===== src/rtl/oled_spi_writer_if.sv =====
// rtl/oled_spi_writer_if.sv - write-strobe and SPI panel pin bundle for oled_spi_writer
//
// Purpose: groups the sequencer-facing push port and the panel-facing SPI pins.
// Signals:
//   data_in      8  byte to transmit
//   dc_in        1  D/C value for data_in (0 = command, 1 = data)
//   write_enable 1  one-cycle push strobe
//   buffer_full  1  FIFO holds DEPTH entries
//   busy         1  FIFO non-empty or frame in progress
//   overflow     1  sticky dropped-write flag
//   spi_cs       1  chip select, active low
//   spi_clk      1  SPI clock, mode 0
//   spi_mosi     1  serial data, MSB first
//   oled_dc      1  D/C for the current frame
// Modports: master = sequencer/panel side, slave = the writer itself.
interface oled_spi_writer_if;
    logic [7:0] data_in;
    logic       dc_in;
    logic       write_enable;
    logic       buffer_full;
    logic       busy;
    logic       overflow;
    logic       spi_cs;
    logic       spi_clk;
    logic       spi_mosi;
    logic       oled_dc;

    modport master (
        output data_in, dc_in, write_enable,
        input  buffer_full, busy, overflow, spi_cs, spi_clk, spi_mosi, oled_dc
    );

    modport slave (
        input  data_in, dc_in, write_enable,
        output buffer_full, busy, overflow, spi_cs, spi_clk, spi_mosi, oled_dc
    );
endinterface


===== src/rtl/oled_spi_writer.sv =====
// rtl/oled_spi_writer.sv - byte FIFO plus mode-0 SPI serialiser with per-byte D/C
//
// Purpose: buffers {dc, data} bytes pushed by the sequencer and shifts each
// one MSB-first onto the panel SPI pins, one chip-select frame per byte.
// Ports:
//   clk    in   system clock, rising edge
//   reset  in   synchronous, active-high
//   bus    slave modport of oled_spi_writer_if (push port + SPI pins + status)
// Parameters:
//   DEPTH    FIFO entries, power of two, >= 2
//   CLK_DIV  system cycles per SPI half-period, >= 1
module oled_spi_writer #(
    parameter int DEPTH   = 8,
    parameter int CLK_DIV = 2
) (
    input  logic               clk,
    input  logic               reset,
    oled_spi_writer_if.slave   bus
);
    localparam int AW = (DEPTH > 1) ? $clog2(DEPTH) : 1;
    localparam int DW = (CLK_DIV > 1) ? $clog2(CLK_DIV) : 1;
    localparam logic [DW-1:0] DIV_LAST = DW'(CLK_DIV - 1);
    localparam logic [AW:0]   FULL_CNT = (AW + 1)'(DEPTH);

    typedef enum logic [2:0] {
        S_IDLE, S_SETUP, S_SHIFT, S_HOLD, S_GAP
    } state_t;

    state_t        state_q, state_d;
    logic [8:0]    mem_q [DEPTH];
    logic [AW-1:0] wr_ptr_q, wr_ptr_d, rd_ptr_q, rd_ptr_d;
    logic [AW:0]   count_q, count_d;
    logic          full_q, full_d;
    logic          overflow_q, overflow_d;
    logic [DW-1:0] div_q, div_d;
    logic [2:0]    bit_q, bit_d;
    logic [7:0]    shift_q, shift_d;
    logic          mosi_q, mosi_d;
    logic          cs_q, cs_d;
    logic          sclk_q, sclk_d;
    logic          dc_q, dc_d;

    logic       push, pop, div_done;
    logic [8:0] head;

    // A write while full is always dropped, even if a pop frees a slot this cycle.
    assign push     = bus.write_enable && !full_q;
    assign pop      = (state_q == S_IDLE) && (count_q != '0);
    assign head     = mem_q[rd_ptr_q];
    assign div_done = (div_q == DIV_LAST);

    // FIFO storage is not reset; the pointers and count define validity.
    always_ff @(posedge clk) begin
        if (push) begin
            mem_q[wr_ptr_q] <= {bus.dc_in, bus.data_in};
        end
    end

    always_ff @(posedge clk) begin
        if (reset) begin
            state_q    <= S_IDLE;
            wr_ptr_q   <= '0;
            rd_ptr_q   <= '0;
            count_q    <= '0;
            full_q     <= 1'b0;
            overflow_q <= 1'b0;
            div_q      <= '0;
            bit_q      <= '0;
            shift_q    <= '0;
            mosi_q     <= 1'b0;
            cs_q       <= 1'b1;
            sclk_q     <= 1'b0;
            dc_q       <= 1'b0;
        end else begin
            state_q    <= state_d;
            wr_ptr_q   <= wr_ptr_d;
            rd_ptr_q   <= rd_ptr_d;
            count_q    <= count_d;
            full_q     <= full_d;
            overflow_q <= overflow_d;
            div_q      <= div_d;
            bit_q      <= bit_d;
            shift_q    <= shift_d;
            mosi_q     <= mosi_d;
            cs_q       <= cs_d;
            sclk_q     <= sclk_d;
            dc_q       <= dc_d;
        end
    end

    always_comb begin
        state_d = state_q;
        case (state_q)
            S_IDLE:  if (pop) state_d = S_SETUP;
            S_SETUP: if (div_done) state_d = S_SHIFT;
            // Leave after the low half of the last bit period.
            S_SHIFT: if (div_done && !sclk_q && (bit_q == 3'd7)) state_d = S_HOLD;
            S_HOLD:  if (div_done) state_d = S_GAP;
            S_GAP:   if (div_done) state_d = S_IDLE;
            default: state_d = S_IDLE;
        endcase
    end

    always_comb begin
        wr_ptr_d   = push ? wr_ptr_q + 1'b1 : wr_ptr_q;
        rd_ptr_d   = pop ? rd_ptr_q + 1'b1 : rd_ptr_q;
        count_d    = count_q + (AW + 1)'(push) - (AW + 1)'(pop);
        // Registered compare against the next count keeps full aligned with count_q.
        full_d     = (count_d == FULL_CNT);
        overflow_d = overflow_q || (bus.write_enable && full_q);

        // Half-period divider free-runs in every non-idle state and restarts per phase.
        div_d   = ((state_q == S_IDLE) || div_done) ? '0 : div_q + 1'b1;
        bit_d   = bit_q;
        shift_d = shift_q;
        mosi_d  = mosi_q;
        cs_d    = cs_q;
        sclk_d  = sclk_q;
        dc_d    = dc_q;

        case (state_q)
            S_IDLE: begin
                if (pop) begin
                    shift_d = head[7:0];
                    mosi_d  = head[7];
                    dc_d    = head[8];
                    cs_d    = 1'b0;
                    bit_d   = '0;
                end
            end
            S_SETUP: begin
                if (div_done) sclk_d = 1'b1;
            end
            S_SHIFT: begin
                if (div_done) begin
                    if (sclk_q) begin
                        sclk_d = 1'b0;
                        // Present the next bit on the falling edge; after the LSB mosi holds.
                        if (bit_q != 3'd7) begin
                            shift_d = {shift_q[6:0], 1'b0};
                            mosi_d  = shift_q[6];
                        end
                    end else if (bit_q != 3'd7) begin
                        sclk_d = 1'b1;
                        bit_d  = bit_q + 3'd1;
                    end
                end
            end
            S_HOLD: begin
                if (div_done) cs_d = 1'b1;
            end
            default: ;
        endcase
    end

    assign bus.buffer_full = full_q;
    assign bus.busy        = (count_q != '0) || (state_q != S_IDLE);
    assign bus.overflow    = overflow_q;
    assign bus.spi_cs      = cs_q;
    assign bus.spi_clk     = sclk_q;
    assign bus.spi_mosi    = mosi_q;
    assign bus.oled_dc     = dc_q;
endmodule


===== src/flat_wrapper.sv =====
// flat-port wrapper written by rule: the top's interface ports become plain ports
module oled_spi_writer_flat 
#(
    parameter int DEPTH   = 8,
    parameter int CLK_DIV = 2
)
  (clk, reset, bus_data_in, bus_dc_in, bus_write_enable, bus_buffer_full, bus_busy, bus_overflow, bus_spi_cs, bus_spi_clk, bus_spi_mosi, bus_oled_dc);
  oled_spi_writer_if bus_i ();
  input  logic clk;
  input  logic reset;
  input wire logic [$bits(bus_i.data_in)-1:0] bus_data_in;
  input wire logic [$bits(bus_i.dc_in)-1:0] bus_dc_in;
  input wire logic [$bits(bus_i.write_enable)-1:0] bus_write_enable;
  output wire logic [$bits(bus_i.buffer_full)-1:0] bus_buffer_full;
  output wire logic [$bits(bus_i.busy)-1:0] bus_busy;
  output wire logic [$bits(bus_i.overflow)-1:0] bus_overflow;
  output wire logic [$bits(bus_i.spi_cs)-1:0] bus_spi_cs;
  output wire logic [$bits(bus_i.spi_clk)-1:0] bus_spi_clk;
  output wire logic [$bits(bus_i.spi_mosi)-1:0] bus_spi_mosi;
  output wire logic [$bits(bus_i.oled_dc)-1:0] bus_oled_dc;
  assign bus_i.data_in = bus_data_in;
  assign bus_i.dc_in = bus_dc_in;
  assign bus_i.write_enable = bus_write_enable;
  assign bus_buffer_full = bus_i.buffer_full;
  assign bus_busy = bus_i.busy;
  assign bus_overflow = bus_i.overflow;
  assign bus_spi_cs = bus_i.spi_cs;
  assign bus_spi_clk = bus_i.spi_clk;
  assign bus_spi_mosi = bus_i.spi_mosi;
  assign bus_oled_dc = bus_i.oled_dc;
  oled_spi_writer #(.DEPTH(DEPTH), .CLK_DIV(CLK_DIV)) u_core (.clk(clk), .reset(reset), .bus(bus_i));
endmodule

===== config.mk =====
export PLATFORM = sky130hd
export DESIGN_NAME = oled_spi_writer_flat
export DESIGN_NICKNAME = d
export VERILOG_FILES = /design/src/rtl/oled_spi_writer_if.sv /design/src/rtl/oled_spi_writer.sv /design/src/flat_wrapper.sv
export SDC_FILE = /design/constraint.sdc
export NUM_CORES = 1
export LEC_CHECK = 0
export ABC_AREA = 1
export CAP_MARGIN = 20
export CELL_PAD_IN_SITES_DETAIL_PLACEMENT = 2
export CELL_PAD_IN_SITES_GLOBAL_PLACEMENT = 2
export CORE_UTILIZATION = 27
export CTS_CLUSTER_DIAMETER = 120
export DETAILED_ROUTE_END_ITERATION = 16
export GPL_TIMING_DRIVEN = 0
export HOLD_SLACK_MARGIN = 0.06
export PLACE_DENSITY = 0.59
export SLEW_MARGIN = 10
export SYNTH_ARGS = -nofsm -noshare
export SYNTH_HDL_FRONTEND = slang
export SYNTH_SLANG_ARGS = --single-unit
export TNS_END_PERCENT = 100

===== constraint.sdc =====
create_clock -name clk -period 3.4 [get_ports clk]
set_clock_uncertainty 0.1 [all_clocks]
set_input_delay 0.34 -clock clk [delete_from_list [all_inputs] [get_ports clk]]
set_output_delay 0.34 -clock clk [all_outputs]
set_load 0.005 [all_outputs]

---- Word level (Yosys, flattened, before mapping) ----
Memory sizes are Yosys's and may differ from the RTL's. A register that Yosys moved wholly into a read port is not among the register bits.
Cells that the tools add are included.
word-level totals
  output and inout port bits .............. 7
  input port bits ......................... 12
  memories ................................ 1
  register bits ........................... 30
  word-level logic and storage cells ...... 91
  memory bits (writable) .................. 72
memories
  name          depth  width  rd ports  clocked after Yosys merged registers in  wr ports  RTL line               RTL
  u_core.mem_q  8      9      1         1                                        1         oled_spi_writer.sv:30  logic [8:0] mem_q [DEPTH];
operators by class
  muxes and demuxes ....................... 32
  reductions and logical operators ........ 23
  equality and inequality tests ........... 16
  add/sub/neg operators ................... 6
operators by type and width
  operator                                              count
  2-to-1 mux 3 bit                                      11
  2-to-1 mux 7 bit                                      4
  != test 2 x 1 -> 1 bit (second input constant)        8
  case mux 3 bit (5 select lines)                       1
  AND reduction 5 bit                                   3
  case mux 7 bit (2 select lines)                       1
  2-to-1 mux 1 bit                                      11
  adder 3 x 1 -> 3 bit (second input constant)          3
  equality test 3 x 2 -> 1 bit (second input constant)  2
  equality test 3 bit (second input constant)           2
  case mux 1 bit (2 select lines)                       3
  case mux 3 bit (2 select lines)                       1
  AND reduction 3 bit                                   2
  nonzero test 2 bit                                    3
  logical AND 1 bit                                     5
  adder 4 x 1 -> 4 bit                                  1
  equality test 4 bit (second input constant)           1
  nonzero test 4 bit                                    1
  subtractor 4 x 1 -> 4 bit                             1
  equality test 3 x 1 -> 1 bit (second input constant)  1
  logical NOT 3 bit                                     1
  logical OR 1 bit                                      3
  != test 3 bit (second input constant)                 1
  nonzero test 3 bit                                    1
  5 further kinds                                       6

---- Longest topological paths before layout ----
  depth in word-level cells ............... 5
  depth in mapped cells ................... 13
  gate-level depth less buffers ........... 13

---- Worst setup path after synthesis ----
OpenSTA, ideal clock, no wires.
  path kind ............................... register -> register
  from .................................... register u_core.count_q[2]
  to ...................................... register u_core.full_q (netlist: u_core.bus.buffer_full)
  buffers on the path ..................... 0
  setup time .............................. 64 ps
  data required time ...................... 3236 ps
  slack ................................... 1269 ps
  clock period less this slack ............ 2131 ps
  data arrival time ....................... 1967 ps
  cell stages (with the launch flop) ...... 14
  cell sequence ........................... dfxtp_1 inv_1 ha_1 nand3_1 nand2_4 nor2_1 inv_1 o21ai_0 ha_1 inv_1 fa_1 xor2_1 nand3_1 nor2_1
between the ends
  longest elaborated chain between the ends .. 4
  elaborated cells between the ends (all ways) .. 5
  classes of those cells .................. add/sub: 2; eq/ne: 1; reduce/logical: 2
RTL lines
  what                                                          RTL line                RTL
  from (decl)                                                   oled_spi_writer.sv:32   logic [AW:0] count_q, count_d;
  from (signal assigned)                                        oled_spi_writer.sv:78   count_q <= count_d;
  branches (longest 2 deep; another with adder 4 x 1 -> 4 bit)  --
  subtractor 4 x 1 -> 4 bit *                                   oled_spi_writer.sv:107  count_d = count_q + (AW + 1)'(push) - (AW + 1)'(pop);
  equality test 4 bit *                                         oled_spi_writer.sv:109  full_d = (count_d == FULL_CNT);
  to (signal assigned)                                          oled_spi_writer.sv:79   full_q <= full_d;
  to (decl)                                                     oled_spi_writer.sv:33   logic full_q, full_d;
Mark *: on every way between the ends.
A chain may end at the register's enable or synchronous reset.

---- Worst setup path after layout ----
Ends and elaborated chain as after synthesis.

==> key figures <==
Outcome
  • Status: finished, final reports clean

Synthesis
  • Synthesized area per cell: 10.10 sq um
  • Post-synth top flop: edfxtp_1
  • Mapped cell area: 0.004383 sq mm
  • Post-synthesis sequential area ratio: ~64%
  • Synth top area cells: edfxtp_1, dfxtp_1, nand2_1
  • Yosys cell types: 29
  • Synth top cells by count: nand2_1, edfxtp_1, nand3_1
  • Post-synthesis register bit count: 105
  • Top-area cell type share of the netlist area: approximately half
  • Post-synth EDFFs: around 70
  • Share of async-settable or async-resettable flops after synthesis: 0%
  • Yosys top cell by area: edfxtp_1
  • Synth Net Count: 455
  • Cells after Synth: 434
  • Most repeated cell in the gate-level netlist after synthesis: nand2_1
  • Syn. warnings: 0

Power and ir drop
  • VDD IR max: 0.4195 mV
  • Pwr Total: 0.004428 W
  • Pwr/cell area: 857.5 mW/mm^2
  • Pleak: 1.913 nW

Clock network
  • H-tree levels: 3
  • # hold bufs at CTS: 0
  • Clock latency on the worst-skew pair: 0.36 ns
  • CTS Buf Count: 9
  • CTS sink count: between 100 and 150
  • Maximum root-to-sink buffer count: 2
  • Root Driver: clkbuf_16
  • Setup bufs post-CTS: 0
  • Resized cells post-CTS: 0
  • CTS tree: yes
  • Clock slew at reported path FFs: 0.08 ns

Global routing
  • M1 GR Usage: 20.22%
  • Met2 Track Usage GR: 28.21%
  • First-pass GRT wire length: about 20,000 um
  • Initial antenna violation count: 0
  • Largest net degree at the start of global routing: 21
  • Vias in the first global route: approximately 3,500
  • GRT met3 Usage: 3.344%
  • Total routing usage reported by global routing: roughly 16%
  • Grt ovf: 0
  • GR peak layer: met2

Floorplan
  • Initial Utilization: 27.59%
  • Die Width: 129.4 um
  • Core area: roughly 0.016 sq mm
  • Ports: 19
  • Die area: about 0.017 sq mm
  • Die Ht: 129.4 um
  • Core Rows: 46

Setup path
  • Worst Setup End Kind: register
  • Critical path class: register to register
  • Critical Path AT: about 2.7 ns
  • CP max FO: 7
  • CP required: 3.60 ns
  • R2R Setup Slk: 0.94 ns
  • Type of origin of the critical path: register

Drt
  • Detail Route Antenna Nets: 0
  • Total number of vias: 3,161
  • DRT Pass-1 Iters: 4
  • Vias/cell: 4.594
  • DR iter-0 viols: 95
  • Final WL: 12,220 um
  • DRC viols: 0
  • Wirelength per Cell: about 18 um

STA
  • Setup violators final: 0
  • Post-route setup slack: 0.9430 ns
  • Worst-Margin Slew: between 1 and 1.5 ns
  • Slew headroom: 24.64%
  • Maximum clock rate: 0.4070 GHz
  • Setup TNS: 0 ns
  • Final Cycle Share: between 70 and 80%
  • Fin. max-slew vios: 0
  • Hold Fails Final Rpt: 0
  • RSZ-0062 raised after global routing: no
  • Final min period: between 2 and 2.5 ns

Layout
  • Nets: ~500
  • Design area: 0.005164 sq mm
  • Diode count: 0
  • Layout area overhead: 17.81%
  • Share of layout cells above drive strength 1: 8.686%

Place
  • Dpl ws: 0.4031 ns
  • Post-DP HPWL: 8387 um
  • Dpl cell area: 0.004833 sq mm
  • Port Buffers: 18
  • Placer Congestion: ~0.7

Run
  • Max Cap Violations: 0

Hold path
  • Hold WC Path Type: register to register
critical path, cell delays in order, from the launching register on:
cell,delay (ns)
dfxtp_1,0.31
inv_1,0.05
ha_1,0.20
nand3_1,0.14
nand2_4,0.13
nor2_1,0.21
inv_1,0.08
o21ai_0,0.11
ha_1,0.22
inv_1,0.06
fa_1,0.37
xor2_1,0.21
nand3_1,0.09
nor2_1,0.11
routing by layer:
layer | vias up | wire (um) | part of all wire (%)
li1 | 1533 | - | -
met1 | 1594 | 5645 | 46
met2 | 23 | 6148 | 50
met5 | - | 0 | 0
met4 | 0 | 158 | 1.3
met3 | 11 | 264 | 2.2
logic make-up after synthesis:
kind of cell	synth area share (%)
simple gates	22.58
flops	64.40
compound gates	5.452
buf+inv	4.424
fa+ha+maj	2.741
xor+xnor	0.3997
cell type report:
class / instances / area, sq um
tap: 216 / 270.3
clock inverter: 7 / 67.56
multi-input combinational: 284 / 1366
clock buffer: 9 / 225.2
timing repair buffer: 22 / 217.7
buffer: 15 / 78.83
sequential: 105 / 2823
inverter: 30 / 115.1
fill: 1773 / 10720
worst paths after layout:
check	start	endpoint	depth (start not counted)
min	u_core.shift_q[4]$_SDFFE_PP0P_	u_core.shift_q[4]$_SDFFE_PP0P_	2
max	u_core.count_q[2]$_SDFF_PP0_	u_core.bus.buffer_full$_SDFF_PP0_	13
min reg2reg	u_core.shift_q[4]$_SDFFE_PP0P_	u_core.shift_q[4]$_SDFFE_PP0P_	2
max reg2reg	u_core.count_q[2]$_SDFF_PP0_	u_core.bus.buffer_full$_SDFF_PP0_	13
state kept, by name (all words and copies together), names as in the netlist, 3 cells and up, named ones only:
| register | count |
|---|---|
| u_core.mem_q | 72 |
| u_core.shift_q | 7 |
| u_core.count_q | 4 |
| u_core.bit_q | 3 |
| u_core.rd_ptr_q | 3 |
| u_core.state_q | 3 |
| u_core.wr_ptr_q | 3 |
power breakdown:
part	switching [W]	total, W	leakage, nW	internal (W)
Combinational	0.00113	0.00171	0.848	0.000578
Sequential	0.000104	0.00168	0.925	0.00157
Clock	0.000522	0.00104	0.141	0.000517
metrics by stage:
stage	cells	util, %	hold WS [ns]
finish	688	32.51	0.3715
global route	688	32.51	0.4022
CTS	684	32.27	0.3756
detailed placement	668	30.43	0.3654
global placement	668	30.43	0.3533
floorplan	434	-	0.3168
cell usage in the layout (no fill, tap or decap), types with 3 or more instances in the layout:
cell and instances:
nand2_1 89, nand4_1 3, nor2_2 3, clkbuf_16 9
a21oi_1 25, buf_2 5, ha_1 8, nor2_1 59
clkbuf_1 5, nand2_4 4, buf_6 3, edfxtp_1 72
nand3_1 61, o21ai_0 21, clkdlybuf4s50_1 18, clkinv_1 4
buf_4 4, dfxtp_1 33, inv_1 25
No activity file was read; power rests on OpenSTA's default activity.
